==> config.mk <==
export PLATFORM = sky130hd
export DESIGN_NAME = tappy_core
export DESIGN_NICKNAME = d
export VERILOG_FILES = /design/src/rtl/tappy_core.sv
export SDC_FILE = /design/constraint.sdc
export NUM_CORES = 1
export LEC_CHECK = 0
export CORE_MARGIN = 4
export CORE_UTILIZATION = 30
export DETAILED_ROUTE_END_ITERATION = 8
export PLACE_DENSITY = 0.48
export REMOVE_ABC_BUFFERS = 1
export SYNTH_ARGS = -nofsm -noshare
export SYNTH_HDL_FRONTEND = slang
export SYNTH_SLANG_ARGS = --single-unit
==> constraint.sdc <==
create_clock -name sysclk -period 1.5 [get_ports sysclk]
set_clock_uncertainty 0.05 [all_clocks]
set_input_delay 0.3 -clock sysclk [delete_from_list [all_inputs] [get_ports sysclk]]
set_output_delay 0.3 -clock sysclk [all_outputs]
set_load 0.01 [all_outputs]
==> src/rtl/tappy_core.sv <==
// tappy_core: PS/2-style serial receiver oversampled in the sysclk domain.
// Rebuilds start/data/odd-parity/stop frames into words with a done strobe.
module tappy_core #(
   parameter int DATA_BITS    = 8,
   parameter int SYNC_STAGES  = 2,
   parameter int IDLE_TIMEOUT = 32
) (
   input  logic                 sysclk,
   input  logic                 reset,
   input  logic                 clk,
   input  logic                 dat,
   output logic [DATA_BITS-1:0] word,
   output logic                 done
);

   localparam int IW = $clog2(DATA_BITS);
   localparam int TW = $clog2(IDLE_TIMEOUT + 1);

   typedef enum logic [1:0] {
      IDLE,
      DATA,
      PARITY,
      STOP
   } state_t;

   state_t               state, state_n;
   logic [1:0]           rst_sync;
   logic                 rst_i;
   logic [SYNC_STAGES-1:0] clk_s, dat_s;
   logic                 clk_prev;
   logic                 fall, bit_in;
   logic [DATA_BITS-1:0] shreg, shreg_n;
   logic [IW-1:0]        cnt, cnt_n;
   logic                 par, par_n;
   logic [TW-1:0]        tcnt, tcnt_n;
   logic                 load;

   // Assert immediately, release on sysclk.
   always_ff @(posedge sysclk or posedge reset) begin
      if (reset) rst_sync <= 2'b11;
      else       rst_sync <= {rst_sync[0], 1'b0};
   end

   assign rst_i = rst_sync[1];

   always_ff @(posedge sysclk or posedge rst_i) begin
      if (rst_i) begin
         clk_s    <= '1;
         dat_s    <= '1;
         clk_prev <= 1'b1;
      end else begin
         clk_s    <= {clk_s[SYNC_STAGES-2:0], clk};
         dat_s    <= {dat_s[SYNC_STAGES-2:0], dat};
         clk_prev <= clk_s[SYNC_STAGES-1];
      end
   end

   assign fall   = clk_prev & ~clk_s[SYNC_STAGES-1];
   assign bit_in = dat_s[SYNC_STAGES-1];

   always_comb begin
      state_n = state;
      shreg_n = shreg;
      cnt_n   = cnt;
      par_n   = par;
      tcnt_n  = tcnt;
      load    = 1'b0;
      if (fall) begin
         tcnt_n = '0;
         unique case (state)
            IDLE: begin
               if (!bit_in) begin
                  state_n = DATA;
                  cnt_n   = '0;
                  shreg_n = '0;
               end
            end
            DATA: begin
               shreg_n[cnt] = bit_in;
               if (cnt == IW'(DATA_BITS - 1)) state_n = PARITY;
               else                           cnt_n   = cnt + IW'(1);
            end
            PARITY: begin
               par_n   = bit_in;
               state_n = STOP;
            end
            STOP: begin
               load    = bit_in & (^{shreg, par});
               state_n = IDLE;
            end
            default: state_n = IDLE;
         endcase
      end else if (state != IDLE) begin
         // Stalled frame: drop the partial byte.
         if (tcnt == TW'(IDLE_TIMEOUT - 1)) begin
            state_n = IDLE;
            tcnt_n  = '0;
         end else begin
            tcnt_n = tcnt + TW'(1);
         end
      end
   end

   always_ff @(posedge sysclk or posedge rst_i) begin
      if (rst_i) begin
         state <= IDLE;
         shreg <= '0;
         cnt   <= '0;
         par   <= 1'b0;
         tcnt  <= '0;
         word  <= '0;
         done  <= 1'b0;
      end else begin
         state <= state_n;
         shreg <= shreg_n;
         cnt   <= cnt_n;
         par   <= par_n;
         tcnt  <= tcnt_n;
         done  <= load;
         if (load) word <= shreg;
      end
   end

endmodule

# ---- Word level (Yosys, flattened, before mapping)
# Index checks and enable logic that the tools add are counted.
dict set report totals {
  input_bits 4
  regBits 36
}
dict set report op_classes {
  reduce_logical 11
  n_mux 19
  bitwise_logic 3
  eq_ne 9
  addsub 2
  n_lt_le_gt_ge 2
}
# operator n
set ops {}
lappend ops {{$mux W6} 3}
lappend ops {{$pmux W8 S2} 1}
lappend ops {{$mux W2} 5}
lappend ops {{$reduce_xor A9 Y1} 1}
lappend ops {{$bwmux W8} 1}
lappend ops {{$mux W8} 1}
lappend ops {{$pmux W2 S4} 1}
lappend ops {{$reduce_and A4 Y1} 2}
lappend ops {{$reduce_bool A2 Y1} 4}
lappend ops {{$add A6 B1 Y6 const B} 1}
lappend ops {{$eq A6 B5 Y1 const B} 1}
lappend ops {{$mux W3} 2}
lappend ops {{$ne A3 B3 Y1 const B} 2}
lappend ops {{$pmux W3 S2} 1}
lappend ops {{$eq A2 B2 Y1 const B} 2}
lappend ops {{$lt A3 B4 Y1 const B} 1}
lappend ops {{$ne A2 B2 Y1 const B} 2}
lappend ops {{$add A3 B1 Y3 const B} 1}
lappend ops {{$demux W1 S3} 1}
lappend ops {{$eq A3 B3 Y1 const B} 1}
lappend ops {{$ge A3 B1 Y1 const B} 1}
lappend ops {{$mux W1} 3}
lappend ops {{$reduce_and A3 Y1} 1}
lappend ops {{$and A1 B1 Y1} 2}
lappend ops {{other kinds (5)} 5}

# ---- Depth between registers and ports, before layout
# Gate-level depths: netlist (run 1).
dict set report logic_depth {
  word_depth 6
  mapped_depth 8
  ltp_nobuf 6
}

# ---- Least setup slack after synthesis (run 1)
# No wires, ideal clock.
dict set report synth_path {
  path_type {flip-flop to flip-flop}
  start {reg state[0]}
  end {reg cnt[1]}
  arrival_time_ns 1.751
  setup_slack_ns -0.422
  path_stages_with_launch 9
  n_path_buf 2
  required_time_ns 1.330
  period_less_slack_ns 1.922
  cell_sequence {dfrtp_1 > inv_1 > ha_1 > clkbuf_1 > nor2b_1 > o21ai_0 > clkbuf_1 > nor2_1 > a31o_2}
}
dict set report synth_via {
  elab_chain_cells 3
}
# element line_no
set synth_lines {}
lappend synth_lines {{start, declared} 26} ;# state_t state, state_n;
lappend synth_lines {{start signal, assigned} 114} ;# state <= state_n;
lappend synth_lines {{$eq A2 B1 Y1 or $logic_not A2 Y1 (tied branches)} 70} ;# unique case (state)
lappend synth_lines {{$ne A2 B2 Y1 (no line) or $reduce_bool A2 Y1 (tied branches)} -}
lappend synth_lines {{$reduce_and A4 Y1 (no line)} -}
lappend synth_lines {{end signal, assigned} 116} ;# cnt <= cnt_n;
lappend synth_lines {{end, declared} 33} ;# logic [IW-1:0] cnt, cnt_n;
# Parallel ways exist; a longest one is shown, timed or not.
# A chain may end at the register's enable or synchronous reset.

# ---- Worst setup path after layout (run 1)
dict set report layout_path {
  start {reg shreg[3]}
  end {reg word[4]}
}
dict set report layout_via {
  elab_chain_cells 4
}
# element line_no
set layout_lines {}
lappend layout_lines {{start, declared} 32} ;# logic [DATA_BITS-1:0] shreg, shreg_n;
lappend layout_lines {{start signal, assigned} 115} ;# shreg <= shreg_n;
lappend layout_lines {{$reduce_xor A9 Y1} 88} ;# load = bit_in & (^{shreg, par});
lappend layout_lines {{$and A1 B1 Y1} 88}
lappend layout_lines {{$mux W1} 70}
lappend layout_lines {{$mux W1} 68} ;# if (fall) begin
lappend layout_lines {{end signal, assigned} 120} ;# if (load) word <= shreg;
lappend layout_lines {{end, declared} 12} ;# output logic [DATA_BITS-1:0] word,
# Every way passes these cells.

==> flow_summary.json, run 1 <==
{
  "reg2reg_depth": 5,
  "routed.top_layer": "met4",
  "setup_violations": 18,
  "power_density_nw_per_um2": 1490,
  "wl_met3_um": 169,
  "dr.first_iter.drc_count": 93,
  "route.met2.wl_um": 2200,
  "rsz0062_at_grt": "true",
  "wl_um": 3910,
  "post_drt_wl_per_cell_um": 14.3,
  "cts_hold_buf": 0,
  "clock.fmax_mhz": 524,
  "cts_root_buffer": "clkbuf_8",
  "die_h_um": 83.8,
  "rows": 27,
  "cp_slowest_stage_delay_ns": 0.44,
  "dieArea_um2": 7020,
  "grt_pass1_vias": 1373,
  "leakage_nw": 1.23,
  "drv_slew": 0,
  "worstSetupEndpointType": "register",
  "vias": 1305,
  "syn_area_per_cell_um2": 11.3,
  "path_clk_slew_ns": 0.07,
  "outcome": "complete, but fails checks",
  "path_buf_inv": 1,
  "io_buffers": 12,
  "gp_congestion": 0.803,
  "tritoncts": "done",
  "synth_cell_types": 33,
  "worstPathArrival_ns": 2.03,
  "cp_max_fo": 9,
  "layout.cells.non_filler": 274,
  "clk_latency_ns": 0.28,
  "hold_class": "input port to asynchronous set/reset pin",
  "dr.pass1.iters": 4,
  "yosys_warnings": 0,
  "track_usage_pct": 11.4,
  "yosysSeqAreaShare_pct": 52.8,
  "overflow": 0,
  "worstPathCellList": "xor2_1, xnor3_1, mux2i_4, buf_12, mux2_2",
  "ios": 13,
  "dp_cells": 256,
  "crit_path_start_kind": "register",
  "final_util_pct": 46.5,
  "area_growth_pct": 49.6,
  "diodes": 0,
  "path_class": "register to register",
  "drive_above_1_share_pct": 49.0,
  "period_needed_ns": 1.91,
  "hold_ws_ns": 0.280,
  "vias_per_cell": 4.76,
  "ant_nets": 0,
  "post-route-period-util_pct": 127,
  "coreArea_um2": 5540,
  "m1WireLength_um": 1530,
  "finalHoldViolations": 0,
  "cts.sinks": 36,
  "cp_top_family": "XOR/XNOR gates",
  "cp_data_required_time_ns": 1.62,
  "yosys_register_bits": 36,
  "cts.htree.levels": 2,
  "nets": 212,
  "syn_area_um2": 1720,
  "violations": "negative setup slack",
  "r2r_setup_slack_ns": -0.41,
  "ir_drop_mv": 0.602,
  "cts_max_path_buffers": 2,
  "maxCapViolations": 0,
  "drc": 0,
  "grt_max_degree": 35,
  "synthCells": 153,
  "dp_hpwl_um": 2680,
  "grt_antenna_before_repair": 0,
  "cts-buffers-inserted": 5,
  "die_w_um": 83.8,
  "setup_slack_ns": -0.408,
  "cpMaxStageDelayCell": "xnor3_1",
  "grt_first_pass_wirelength_um": 6470,
  "start_util_pct": 31.1,
  "reg2reg_to": "word[4]",
  "r2r-start": "shreg[3]"
}
[Yosys cell counts, drive strengths merged]
cell type	instances	area, um^2
a21bo	2	20.0
a21oi	2	10.0
a221oi	1	8.76
a22o	1	8.76
a31o	3	26.3
a31oi	5	31.3
and3	1	6.26
and4b	1	10.0
clkbuf	7	26.3
conb	1	3.75
dfrtp	29	726
dfstp	7	184
ha	7	87.6
inv	10	37.5
mux2	9	101
mux2i	2	32.5
nand2	5	18.8
nand2b	4	25.0
nand3	1	5.00
nand4	2	12.5
nand4b	1	8.76
nor2	9	33.8
nor2b	5	31.3
nor3	1	5.00
o21a	5	37.5
o21ai	20	100
o311ai	1	8.76
o31ai	2	15.0
or3	2	12.5
xnor2	3	26.3
xnor3	2	45.0
xor2	2	17.5
[what timing repair did]
action                                  CTS  global route
resized for setup                        72            22
pin swaps                                13            10
endpoints found under the setup margin   34            26
buffers inserted                         10             0
[cells in the final DEF (no fill, tap or decap), drive strengths merged]
cell type,instances
a21bo,2
a21oi,2
a221oi,1
a22o,1
a31o,3
a31oi,5
and3,1
and4b,1
buf,36
clkbuf,8
clkdlybuf4s50,3
conb,1
dfrtp,29
dfstp,7
dlygate4sd2,8
dlymetal6s2s,1
ha,7
inv,10
mux2,9
mux2i,2
nand2,5
nand2b,4
nand3,1
nand4,2
nand4b,1
nor2,9
nor2b,5
nor3,1
o21a,5
o21ai,20
o311ai,1
o31ai,2
or3,2
xnor2,3
xnor3,2
xor2,2
[metal layers]
| metal | global-route usage (%) | up-vias |
|---|---|---|
| met2 | 21.3 | 26 |
| met5 | 0 | - |
| met3 | 3.55 | 2 |
| li1 | - | 631 |
| met1 | 12.3 | 646 |
| met4 | 3.36 | 0 |
[state kept, by name, indices dropped and copies added, names as in the netlist]
| name | count |
|---|---|
| cnt | 3 |
| clk_prev | 1 |
| par | 1 |
| tcnt | 6 |
| dat_s | 2 |
| state | 2 |
| word | 8 |
| rst_sync | 2 |
| clk_s | 2 |
| done | 1 |
| shreg | 8 |
[report_power, final]
group | internal [mW] | switching (mW) | total, mW
Clock | 0.374 | 0.327 | 0.702
Sequential | 1.12 | 0.104 | 1.22
Combinational | 1.03 | 0.880 | 1.91
[metrics by stage]
| stage | total power, mW | setup WS (ns) | TNS (ns) | instance area [um^2] |
|---|---|---|---|---|
| detailed placement | 2.42 | -0.459 | -7.74 | 2100 |
| global route | 4.09 | -0.471 | -5.51 | 2580 |
| global placement | 2.37 | -0.401 | -6.39 | 2100 |
| floorplan | 1.93 | -0.508 | -7.07 | 1700 |
| finish | 3.84 | -0.408 | -3.96 | 2580 |
| CTS | 3.70 | -0.402 | -4.02 | 2470 |
[worst max path at each step]
stage	endpoint	slack [ns]	start	cells after the start
after floorplan	cnt[1]	-0.51	state[0]	6
after global placement	word[4]	-0.40	shreg[3]	4
after detailed placement	word[7]	-0.46	shreg[3]	4
after CTS	word[6]	-0.40	shreg[3]	5
after global routing	word[4]	-0.47	shreg[3]	5
final	word[4]	-0.41	shreg[3]	5
[area by class of cell]
| type | instances | area [um^2] |
|---|---|---|
| Fill cell | 515 | 2960 |
| Multi-Input combinational cell | 100 | 1010 |
| Sequential cell | 36 | 910 |
| Timing Repair Buffer | 48 | 440 |
| Clock buffer | 8 | 90.1 |
| Tap cell | 72 | 90.1 |
| Inverter | 10 | 40.0 |
[logic make-up after synthesis]
kind of cell	share of synthesized area, %
AOI/OAI and AO/OA	15.5
DFF	52.8
and+or+nand+nor	9.80
buffers and inverters	3.70
muxes	7.77
adders and majority gates	5.08
xor gates and xnor gates	5.16
other	0.218
Note: power is estimated with default switching activity, not from simulation.
==> run 2: changes to the inputs <==
CORE_UTILIZATION = 55   (was 30)
PLACE_DENSITY = 0.77   (was 0.48)
clock period = 2.4 ns   (was 1.5 ns; I/O delays follow)
==> run 2 against run 1 <==
Against the previous run:
- worst hold slack got worse by 0.070 ns
- the run now ends clean
- critical path type unchanged
- non-clock buffer count decreased by 33
- largest power group is now sequential cells
- routed wire length decreased by 25%
- first-iteration DRC count decreased by 49%
- die area decreased by 42%
- cell area decreased by 24%
- utilization increased by 18 points
==> flow_summary.json, run 2 (synthesis gave the netlist of run 1 again) <==
{
  "cp-endpoint": "word[3]",
  "path_class": "register to register",
  "area_growth_pct": 13.5,
  "leakage_nw": 0.910,
  "setup_violations": 0,
  "ir_drop_mv": 0.490,
  "dr.pass1.iters": 4,
  "worst-slew-pin-transition_ns": 0.495,
  "post-route-period-util_pct": 82.0,
  "diodes": 0,
  "pwr-share-comb_pct": 30.8,
  "swShare_pct": 33.5,
  "startpoint": "shreg[3]",
  "cts.sinks": 36,
  "vias": 1164,
  "worstSetupEndpointType": "register",
  "start_util_pct": 56.9,
  "mostFrequentLayoutCell": "dfrtp_1",
  "coreArea_um2": 3030,
  "die_w_um": 64.0,
  "rsz0062_at_grt": "false",
  "nets": 179,
  "power.total_mw": 1.66,
  "maxCapViolations": 0,
  "cp_data_required_time_ns": 2.58,
  "grt_first_pass_wirelength_um": 5170,
  "cts_root_buffer": "clkbuf_4",
  "dr.first_iter.drc_count": 47,
  "finalHoldViolations": 0,
  "dieArea_um2": 4090,
  "wl_um": 2920,
  "grt_pass1_vias": 1220,
  "path_clk_slew_ns": 0.11,
  "hold_class": "register to asynchronous set/reset pin",
  "tritoncts": "done",
  "outcome": "finished, final reports clean",
  "cpMaxStageDelayCell": "xnor3_1",
  "cts_max_path_buffers": 2,
  "cp_slowest_stage_delay_ns": 0.43,
  "r2r_setup_slack_ns": 0.43,
  "io_buffers": 12,
  "reg2reg_to": "word[3]",
  "worstPathCellList": "xor2_1, xnor3_1, mux2i_4, mux2_2",
  "relSlewSlack_pct": 66.6,
  "power_density_nw_per_um2": 849,
  "drv_slew": 0,
  "tns_ns": 0,
  "fill_cells": 253,
  "p_sw_mw": 0.557,
  "reg.largest.list": "shreg: 8 flops, word: 8 flops, tcnt: 6 flops",
  "path_depth": 4,
  "drc": 0,
  "grt_antenna_before_repair": 0,
  "power_frac_seq_pct": 49.3,
  "r2r-start": "shreg[3]",
  "worstPathArrival_ns": 2.15,
  "cp_top_family": "multiplexers",
  "ant_nets": 0,
  "cp_max_fo": 9,
  "cts.htree.levels": 2,
  "grt_max_degree": 23,
  "crit_path_start_kind": "register",
  "period_needed_ns": 1.97,
  "post-cts-setup-buffer-count": 0,
  "cts-buffers-inserted": 5,
  "ios": 13,
  "cts_hold_buf": 0,
  "power_frac_clock_pct": 20.0,
  "die_h_um": 64.0,
  "drive_above_1_share_pct": 19.5,
  "track_usage_pct": 16.2,
  "reg2reg_depth": 4,
  "dp_hpwl_um": 2230,
  "clock.fmax_mhz": 508,
  "clk_latency_ns": 0.33,
  "intPower_mw": 1.10,
  "rows": 20,
  "path_buf_inv": 0,
  "vias_per_cell": 5.46,
  "cts_resized": 0,
  "post_drt_wl_per_cell_um": 13.7,
  "overflow": 0,
  "final_cell_mix": "dfrtp_1, o21ai_0, clkdlybuf4s50_1, inv_1",
  "gp_congestion": 0.757
}
==> run 2: power by group through the flow <==
stage | combinational [mW] | clock, mW | sequential (mW)
floorplan | 0.410 | 0 | 0.796
global placement | 0.496 | 0 | 0.817
detailed placement | 0.516 | 0 | 0.828
CTS | 0.518 | 0.342 | 0.816
global route | 0.575 | 0.372 | 0.837
finish | 0.511 | 0.332 | 0.818
==> run 2: worst min path at each step <==
stage                           start        to  slack [ns]
after floorplan              clk_s[0]  clk_s[1]        0.30
after global placement    rst_sync[1]    cnt[2]        0.21
after detailed placement  rst_sync[1]    cnt[2]        0.23
after CTS                 rst_sync[1]    cnt[2]        0.24
after global routing      rst_sync[1]    cnt[2]        0.29
final                     rst_sync[1]   word[2]        0.21
==> run 2: layer usage <==
metal	track usage, %	share of wire, %
met1	19.8	44
met2	27.5	50
met3	4.22	5.4
met4	5.66	0.31
met5	0	0
==> run 2: worst register-to-register path, cell delays in order (launching register included) <==
cell and delay [ns]:
dfrtp_1 0.42, xor2_1 0.17, xnor3_1 0.43, mux2i_4 0.41, mux2_2 0.38
==> run 2: through the flow <==
stage | area (um^2) | instances | setup slack [ns] | hold WS, ns | utilization (%)
finish | 1960 | 213 | 0.432 | 0.210 | 64.6
global route | 1960 | 213 | 0.354 | 0.292 | 64.6
CTS | 1960 | 213 | 0.423 | 0.237 | 64.6
detailed placement | 1890 | 205 | 0.438 | 0.226 | 62.6
global placement | 1890 | 205 | 0.490 | 0.212 | 62.6
floorplan | 1700 | 146 | 0.392 | 0.295 | -
==> run 2: cell type report <==
type | instances | area [um^2] | share of cell area [%]
Clock buffer | 6 | 51.3 | 2.62
Clock inverter | 2 | 10.0 | 0.512
Inverter | 10 | 37.5 | 1.92
Multi-Input combinational cell | 100 | 749 | 38.3
Sequential cell | 36 | 910 | 46.5
Tap cell | 44 | 55.1 | 2.82
Timing Repair Buffer | 15 | 143 | 7.29
==> run 3: changes to the inputs <==
clock period = 1.9 ns   (was 2.4 ns; I/O delays follow)
==> run 3 against run 2 <==
Against the previous run:
- the flow now finishes with violations (negative setup slack)
- cell area is 4.7% higher
- sequential power rose by 21%
- global-route usage rose by 2.8 points
- register-to-register slack got worse by 0.44 ns
- critical path depth is 1 higher
- combinational power rose by 56%
- via count is 7.1% higher
- fmax rose by 3.1%
- routed wire length rose by 15%
- clock-buffer cell count rose by 2
- non-clock buffer count rose by 10
- utilization grew 3.0 points
- highest routed layer unchanged
==> flow_summary.json, run 3 (synthesis gave the netlist of run 1 again) <==
{
  "outcome": "complete, but fails checks",
  "violations": "negative setup slack",
  "dr.pass1.iters": 4,
  "ios": 13,
  "finalHoldViolations": 0,
  "final_util_pct": 67.6,
  "cp_max_fo": 9,
  "rows": 20,
  "hold_class": "register to asynchronous set/reset pin",
  "rsz0062_at_grt": "true",
  "cts.htree.levels": 2,
  "mostFrequentLayoutCell": "dfrtp_1",
  "power_frac_clock_pct": 19.2,
  "nets": 189,
  "worst-slew-pin-transition_ns": 0.494,
  "intPower_mw": 1.47,
  "period_needed_ns": 1.91,
  "r2r-start": "shreg[3]",
  "hold_ws_ns": 0.205,
  "power_density_nw_per_um2": 1080,
  "coreArea_um2": 3030,
  "power_frac_seq_pct": 44.7,
  "overflow": 0,
  "die_h_um": 64.0,
  "ir_drop_mv": 0.561,
  "setup_slack_ns": -0.00869,
  "grt_first_pass_wirelength_um": 5890,
  "grt_antenna_before_repair": 0,
  "area_growth_pct": 18.8,
  "final_cell_mix": "dfrtp_1, o21ai_0, clkdlybuf4s50_1, buf_4, inv_1",
  "ant_nets": 0,
  "pwr-share-comb_pct": 36.1,
  "drive_above_1_share_pct": 24.0,
  "swShare_pct": 33.6,
  "r2r_setup_slack_ns": -0.009,
  "relSlewSlack_pct": 66.7,
  "power.total_mw": 2.21,
  "clk_latency_ns": 0.34,
  "diodes": 0,
  "post_drt_wl_per_cell_um": 15.0,
  "worstPathArrival_ns": 2.09,
  "drc": 0,
  "cts.sinks": 36,
  "gp_congestion": 0.825,
  "leakage_nw": 0.961,
  "reg2reg_to": "word[5]",
  "cts_max_path_buffers": 2,
  "io_buffers": 12,
  "crit_path_start_kind": "register",
  "wl_um": 3350,
  "dieArea_um2": 4090,
  "dr.first_iter.drc_count": 92,
  "reg2reg_depth": 5,
  "tritoncts": "done",
  "cts-buffers-inserted": 5,
  "vias_per_cell": 5.59,
  "cp_data_required_time_ns": 2.08,
  "clock.fmax_mhz": 524,
  "start_util_pct": 56.9,
  "p_sw_mw": 0.741,
  "maxCapViolations": 0,
  "vias": 1247,
  "grt_pass1_vias": 1315,
  "path_class": "register to register",
  "dp_hpwl_um": 2490,
  "die_w_um": 64.0,
  "grt_max_degree": 14,
  "setup_violations": 5,
  "path_clk_slew_ns": 0.10,
  "post-route-period-util_pct": 100,
  "reg.largest.list": "shreg: 8 flops, word: 8 flops, tcnt: 6 flops",
  "cts_root_buffer": "clkbuf_4",
  "drv_slew": 0,
  "track_usage_pct": 19.0,
  "worstSetupEndpointType": "register"
}
run 3: worst max path at each step:
stage	from	endpoint	slack, ns	cells after the start
final	shreg[3]	word[5]	-0.009	5
after global routing	shreg[3]	word[3]	-0.07	5
after CTS	shreg[3]	word[3]	-0.01	5
after detailed placement	shreg[4]	word[3]	-0.06	4
after global placement	shreg[3]	word[4]	-0.001	4
after floorplan	state[0]	cnt[1]	-0.11	6
run 3: final cells by class:
cell class                      count  area (um^2)
Clock buffer                        8         58.8
Fill cell                         242          981
Inverter                           10         37.5
Multi-Input combinational cell    100          756
Sequential cell                    36          910
Tap cell                           44         55.1
Timing Repair Buffer               25          230
run 3: worst max-delay path, stage by stage, from the launching register on:
cell and delay, ns:
dfrtp_1 0.40, xor2_1 0.16, xnor3_1 0.44, mux2i_4 0.27
buf_12 0.15, mux2_2 0.33
run 3: what timing repair did:
action                                  in CTS  in global routing
endpoints found under the setup margin       9                 11
buffers inserted                             2                  0
gates resized for setup                      1                  2
hold buffers                                 0                  0
run 3: metrics by stage:
stage	setup TNS (ns)	cell area [um^2]	cells	worst slack (ns)
2_1_floorplan	-0.269	1700	146	-0.108
3_3_place_gp	-0.00316	1950	213	-0.00132
3_5_place_dp	-0.440	1950	213	-0.0647
4_1_cts	-0.0269	2040	223	-0.0119
5_1_grt	-0.523	2050	223	-0.0713
6_report	-0.0146	2050	223	-0.00869
run 3: metal layers:
layer	GRT usage [%]	vias up	wire, um
met2	30.7	35	1640
met1	22.8	618	1440
li1	-	583	-
met4	11.3	0	107
met3	4.75	11	161
met5	0	-	0
run 3: power by group through the flow:
stage	registers, mW	logic [mW]	clock network (mW)
6_report	0.988	0.796	0.424
5_1_grt	1.00	0.887	0.477
4_1_cts	0.983	0.791	0.439
3_5_place_dp	0.998	0.781	0
3_3_place_gp	0.984	0.748	0
2_1_floorplan	1.01	0.518	0
